File: src/rtl/fxp_mac_pkg.sv
// Shared types and constants for the saturating fixed-point MAC engine.
// Saturation bounds are symmetric so that negating a clamped value never overflows.
package fxp_mac_pkg;

    typedef enum logic [1:0] {
        RUN   = 2'd0,
        DRAIN = 2'd1,
        HOLD  = 2'd2
    } state_e;

    // Cycles the FSM waits after the last beat so that beat can reach the accumulator.
    localparam int unsigned DRAIN_CYCLES = 3;

    function automatic logic signed [63:0] sat_max(input int unsigned dw);
        return (64'sd1 <<< (dw - 1)) - 64'sd1;
    endfunction

    function automatic logic signed [63:0] sat_min(input int unsigned dw);
        return -sat_max(dw);
    endfunction

    function automatic logic signed [63:0] rnd_const(input int unsigned frac);
        return 64'sd1 <<< (frac - 1);
    endfunction

endpackage

File: src/rtl/fxp_mul_rnd_sat.sv
// Stages S2-S3: full-width signed multiply, round half-up, symmetric saturation.
// flush invalidates both stages on the same edge it is seen.
module fxp_mul_rnd_sat
    import fxp_mac_pkg::*;
#(
    parameter int unsigned DW   = 16,
    parameter int unsigned FRAC = 8
) (
    input  logic          clk,
    input  logic          rst,
    input  logic          flush,
    input  logic          in_valid,
    input  logic [DW-1:0] in_a,
    input  logic [DW-1:0] in_b,
    output logic          out_valid,
    output logic [DW-1:0] out_res,
    output logic          out_sat
);

    localparam int unsigned PW = 2 * DW;
    localparam logic signed [PW-1:0] P_MAX = PW'(sat_max(DW));
    localparam logic signed [PW-1:0] P_MIN = PW'(sat_min(DW));
    localparam logic signed [PW-1:0] P_RND = PW'(rnd_const(FRAC));

    logic signed [PW-1:0] prod_d, prod_q;
    logic signed [PW-1:0] rnd;
    logic                 v2_d, v2_q, v3_d, v3_q;
    logic                 sat3_d, sat3_q;
    logic [DW-1:0]        res3_d, res3_q;

    always_comb begin
        prod_d = PW'($signed(in_a)) * PW'($signed(in_b));
        v2_d   = flush ? 1'b0 : in_valid;

        rnd    = (prod_q + P_RND) >>> FRAC;
        sat3_d = 1'b0;
        res3_d = rnd[DW-1:0];
        // Exact -2^(DW-1) falls below P_MIN and is clamped like any other overflow.
        if (rnd > P_MAX) begin
            res3_d = P_MAX[DW-1:0];
            sat3_d = 1'b1;
        end else if (rnd < P_MIN) begin
            res3_d = P_MIN[DW-1:0];
            sat3_d = 1'b1;
        end
        v3_d = flush ? 1'b0 : v2_q;
    end

    always_ff @(posedge clk) begin
        if (!rst) begin
            prod_q <= '0;
            v2_q   <= 1'b0;
            v3_q   <= 1'b0;
            sat3_q <= 1'b0;
            res3_q <= '0;
        end else begin
            prod_q <= prod_d;
            v2_q   <= v2_d;
            v3_q   <= v3_d;
            sat3_q <= sat3_d;
            res3_q <= res3_d;
        end
    end

    assign out_valid = v3_q;
    assign out_res   = res3_q;
    assign out_sat   = sat3_q;

endmodule

File: src/rtl/fxp_mac_pipe.sv
// Framed, pipelined, saturating fixed-point multiply-accumulate with valid/ready handshakes.
// One result per frame; the accumulator, sticky flag and beat count are the output registers.
module fxp_mac_pipe
    import fxp_mac_pkg::*;
#(
    parameter int unsigned DW    = 16,
    parameter int unsigned FRAC  = 8,
    parameter int unsigned CNT_W = 8
) (
    input  logic             clk,
    input  logic             rst,
    input  logic             clear,
    input  logic             in_valid,
    output logic             in_ready,
    input  logic [DW-1:0]    in_a,
    input  logic [DW-1:0]    in_b,
    input  logic             in_last,
    output logic             out_valid,
    input  logic             out_ready,
    output logic [DW-1:0]    out_result,
    output logic             out_sat,
    output logic [CNT_W-1:0] out_beats
);

    localparam logic signed [DW:0]    SUM_MAX = (DW + 1)'(sat_max(DW));
    localparam logic signed [DW:0]    SUM_MIN = (DW + 1)'(sat_min(DW));
    localparam logic [CNT_W-1:0]      CNT_MAX = '1;

    state_e            state_d, state_q;
    logic [1:0]        drain_d, drain_q;
    logic              in_ready_d, in_ready_q;
    logic              out_valid_d, out_valid_q;
    logic              s1_valid_d, s1_valid_q;
    logic [DW-1:0]     s1_a_d, s1_a_q, s1_b_d, s1_b_q;
    logic [DW-1:0]     acc_d, acc_q;
    logic              sat_d, sat_q;
    logic [CNT_W-1:0]  cnt_d, cnt_q;
    logic              s3_valid, s3_sat;
    logic [DW-1:0]     s3_res;
    logic signed [DW:0] sum;
    logic              accept;

    assign accept = in_valid && in_ready_q;

    fxp_mul_rnd_sat #(
        .DW   (DW),
        .FRAC (FRAC)
    ) u_mul (
        .clk       (clk),
        .rst       (rst),
        .flush     (clear),
        .in_valid  (s1_valid_q),
        .in_a      (s1_a_q),
        .in_b      (s1_b_q),
        .out_valid (s3_valid),
        .out_res   (s3_res),
        .out_sat   (s3_sat)
    );

    always_comb begin
        state_d    = state_q;
        drain_d    = drain_q;
        acc_d      = acc_q;
        sat_d      = sat_q;
        cnt_d      = cnt_q;
        s1_valid_d = accept;
        s1_a_d     = accept ? in_a : s1_a_q;
        s1_b_d     = accept ? in_b : s1_b_q;

        // S4: saturating accumulate; a clamped accumulator keeps going from the clamp.
        sum = $signed({acc_q[DW-1], acc_q}) + $signed({s3_res[DW-1], s3_res});
        if (s3_valid) begin
            if (sum > SUM_MAX) begin
                acc_d = SUM_MAX[DW-1:0];
                sat_d = 1'b1;
            end else if (sum < SUM_MIN) begin
                acc_d = SUM_MIN[DW-1:0];
                sat_d = 1'b1;
            end else begin
                acc_d = sum[DW-1:0];
            end
            if (s3_sat) begin
                sat_d = 1'b1;
            end
        end

        case (state_q)
            RUN: begin
                if (accept) begin
                    if (cnt_q != CNT_MAX) begin
                        cnt_d = cnt_q + CNT_W'(1);
                    end
                    if (in_last) begin
                        state_d = DRAIN;
                        drain_d = 2'(DRAIN_CYCLES);
                    end
                end
            end
            DRAIN: begin
                if (drain_q == 2'd0) begin
                    state_d = HOLD;
                end else begin
                    drain_d = drain_q - 2'd1;
                end
            end
            HOLD: begin
                if (out_ready) begin
                    acc_d   = '0;
                    sat_d   = 1'b0;
                    cnt_d   = '0;
                    state_d = RUN;
                end
            end
            default: state_d = RUN;
        endcase

        if (clear) begin
            s1_valid_d = 1'b0;
            acc_d      = '0;
            sat_d      = 1'b0;
            cnt_d      = '0;
            drain_d    = 2'd0;
            state_d    = RUN;
        end

        in_ready_d  = (state_d == RUN);
        out_valid_d = (state_d == HOLD);
    end

    always_ff @(posedge clk) begin
        if (!rst) begin
            state_q     <= RUN;
            drain_q     <= 2'd0;
            in_ready_q  <= 1'b1;
            out_valid_q <= 1'b0;
            s1_valid_q  <= 1'b0;
            s1_a_q      <= '0;
            s1_b_q      <= '0;
            acc_q       <= '0;
            sat_q       <= 1'b0;
            cnt_q       <= '0;
        end else begin
            state_q     <= state_d;
            drain_q     <= drain_d;
            in_ready_q  <= in_ready_d;
            out_valid_q <= out_valid_d;
            s1_valid_q  <= s1_valid_d;
            s1_a_q      <= s1_a_d;
            s1_b_q      <= s1_b_d;
            acc_q       <= acc_d;
            sat_q       <= sat_d;
            cnt_q       <= cnt_d;
        end
    end

    assign in_ready   = in_ready_q;
    assign out_valid  = out_valid_q;
    assign out_result = acc_q;
    assign out_sat    = sat_q;
    assign out_beats  = cnt_q;

endmodule

File: config.mk
export PLATFORM = sky130hd
export DESIGN_NAME = fxp_mac_pipe
export DESIGN_NICKNAME = d
export VERILOG_FILES = /design/src/rtl/fxp_mac_pkg.sv /design/src/rtl/fxp_mul_rnd_sat.sv /design/src/rtl/fxp_mac_pipe.sv
export SDC_FILE = /design/constraint.sdc
export NUM_CORES = 1
export LEC_CHECK = 0
export ABC_AREA = 1
export BUFFER_PORTS_ARGS = -buffer_cell sky130_fd_sc_hd__buf_4
export CAP_MARGIN = 20
export CORE_MARGIN = 1.5
export CORE_UTILIZATION = 63
export CTS_BUF_LIST = sky130_fd_sc_hd__clkbuf_2 sky130_fd_sc_hd__clkbuf_4 sky130_fd_sc_hd__clkbuf_8
export CTS_CLUSTER_SIZE = 16
export DETAILED_ROUTE_END_ITERATION = 12
export GPL_ROUTABILITY_DRIVEN = 0
export PLACE_DENSITY = 0.83
export SLEW_MARGIN = 20
export SYNTH_ARGS = -nofsm -noshare
export SYNTH_HDL_FRONTEND = slang
export SYNTH_SLANG_ARGS = --single-unit
File: constraint.sdc
create_clock -name clk -period 10.6 [get_ports clk]
set_input_delay 1.59 -clock clk [delete_from_list [all_inputs] [get_ports clk]]
set_output_delay 1.59 -clock clk [all_outputs]
set_load 0.02 [all_outputs]
==> flow_summary.yaml <==
outcome:
  status: "finished clean"
clock_network:
  cts_setup_buffers: 0
  htreeDepth: 3
  cts_tree: "built"
  ctsResizeCount: 0
  cts.reportedPaths.clkPinSlew_ns: 0.14
  cts.sinks: 108
  clock-root-buffer: "clkbuf_8"
  clockBufferDepth: 2
  clk_latency_ns: 0.41
  cts_buffers: 9
  hold_buffers: 0
grt:
  overflow: 0
  antenna_found_initial: 0
  grt_pass1_wl_mm: 65.2
  grt_usage_pct: 31.5
  grt_max_degree: 56
  grt_pass1_vias: 14100
synthesis:
  seq_area_frac_synth_pct: 13.7
  synth_top_cell_by_area: "fa_1"
  synth_edf_count: 0
  async_flop_share_pct: 0
  synth_cells: 2125
  synth_cell_types: 49
  syn_area_um2: 15800
  synth_flop_cell: "dfxtp_1"
  synth_top_area_share_pct: 33.3
  yosys-top-cells-area: "fa_1 33%, dfxtp_1 14%, inv_1 13%"
  postSynthAreaPerCell_um2: 7.41
  yosys_warnings: 0
  ys_seq_elements: 108
  synth_most_common_cell: "inv_1"
  synthTopCellsByCount: "545 x inv_1, 486 x nand2_1, 262 x fa_1, 159 x nor2_1, 108 x dfxtp_1"
  synth_fp_nets: 2523
critical_path:
  critical_path_required_ns: 10.89
  critical_path_buf_inv_count: 4
  critPathLaunch: "s1_a_q[15]"
  cp_cell_sequence: "nand2_1 > fa_1 > fa_1 > inv_1 > fa_1 > fa_1 > fa_1 > inv_1 > fa_1 > inv_1 > ha_1 > nand2_1 > nor2_1 > inv_1 > nor4_1 > nand4_1 > a21oi_1 > nor2_1"
  r2r_start: "s1_a_q[15]"
  crit_fanout: 17
  slowest_stage: "fa_1"
  end_kind: "flip-flop"
  path_class: "reg2reg"
  worstSetupStartpointType: "flip-flop"
  cp_common_cell: "fa_1"
  critPathMaxStageDelay_ns: 0.85
  path_delay_family: "adder cells"
  worst_ep_arrival_time_ns: 6.79
die:
  die_y_um: 161
  ioPinCount: 65
  core_um2: 24500
  placement_rows: 57
  initial_core_util_pct: 64.4
  dieArea_um2: 26000
  die_w_um: 161
routing:
  top_layer: "met4"
  wl_met2_mm: 19.0
  drcViolationCount: 0
  wl_per_cell_um: 15.5
  detail_route.iter0.violations: 1282
  wl_met1_mm: 14.1
  ant_nets: 0
  dr_wl_met3_mm: 2.93
  viasPerCell: 5.52
  vias: 13500
  drt-pass1-iter-count: 5
  wl_mm: 38.1
power_and_ir_drop:
  power.total_mw: 2.48
  irDropWorstVdd_uv: 125
  p_leak_nw: 9.21
  powerDensity_nw_per_um2: 150
job:
  cap_viol_max_count: 0
timing:
  hold_viol_final: 0
  fin_crit_sh_pct: 61.4
  worst_pin_slew_ns: 0.930
  drv_slew: 0
  clock_skew_ns: 0.0350
  worst_slack_ns: 4.09
  post-route-min-period_ns: 6.51
  timing.setup.tns_ns: 0
  finalSetupViolCount: 0
  fmax_ghz: 0.154
  rsz0062_at_grt: "no"
  slew_headroom_pct: 37.9
  hold_slack_ns: 0.409
layout:
  fin_area_um2: 16500
  fin_util_pct: 67.6
  num_antenna_cells: 0
  seq_area_um2: 2160
  fillers: 2028
  drive_gt1_share_pct: 7.10
  syn2layout_area_growth_pct: 4.96
  multi_input_area_um2: 11200
  stdcell_count: 2450
  nets: 2519
placement:
  dp_slack_ns: 4.22
  portBuffers: 64
  place_area_um2: 16300
  placed_cells: 2434
  dp_hpwl_mm: 30.7
min_path:
  min_from: "u_mul.v2_q"
  hp-class: "reg2reg"
-- worst min-delay path: stages (launching register included) --
cell     delay, ns
dfxtp_1       0.32
inv_1         0.05
nor2_1        0.04
-- sequential cells by signal, summed over array words and instances, names as in the netlist, 2 cells and up --
register       flops
state_q            2
s1_a_q            16
u_mul.out_res     16
drain_q            2
s1_b_q            16
u_mul.prod_q      25
out_result        16
out_beats          8
-- power breakdown --
part | switching (mW) | total (mW) | internal (mW)
Clock | 0.182 | 0.278 | 0.0956
Sequential | 0.111 | 0.593 | 0.483
Combinational | 1.02 | 1.61 | 0.585
Total | 1.32 | 2.48 | 1.16
-- final cells by class --
| class | count | share of cell area [%] |
|---|---|---|
| Timing Repair Buffer | 67 | 3.04 |
| Clock buffer | 9 | 0.749 |
| Tap cell | 324 | 2.45 |
| Sequential cell | 108 | 13.1 |
| Clock inverter | 7 | 0.522 |
| Multi-Input combinational cell | 1381 | 67.6 |
| Inverter | 554 | 12.6 |
-- logic make-up (layout without fill, tap and decap cells) --
kind of cell               Yosys count  after routing  synth area share (%)
and+or+nand+nor                    791            791                  21.1
buffers and inverters              636            637                  15.4
adders and majority gates          360            360                  41.1
AOI/OAI and AO/OA                  206            206                  7.39
DFF                                108            108                  13.7
xor gates and xnor gates            24             24                  1.33
-- path summary, 6_finish.rpt --
kind,end,slack [ns],cells after the start
worst max-delay path,u_mul.prod_q[30],4.09,18
worst min-delay path,u_mul.out_valid,0.41,2
worst max register to register,u_mul.prod_q[30],4.09,18
worst min register to register,u_mul.out_valid,0.41,2
-- metal layers --
layer,vias to the layer above,GRT usage (%)
li1,6224,-
met1,6471,36.7
met2,666,56.3
met3,166,4.24
met4,0,16.9
met5,-,0
-- placed cells by master, fill, tap and decap left out, types with 7 or more instances in the layout --
master / instances
dfxtp_1: 108
fa_1: 262
nand3_1: 50
clkbuf_8: 9
xnor2_1: 11
buf_4: 67
inv_2: 7
xor2_1: 13
a21oi_2: 11
nand2_2: 21
a21oi_1: 80
nand2_1: 486
nor2_1: 159
o21a_1: 8
or2_2: 8
nor3_1: 16
inv_1: 545
ha_1: 98
nand4_1: 21
o21ai_0: 77
Note: power is estimated with default switching activity, not from simulation.
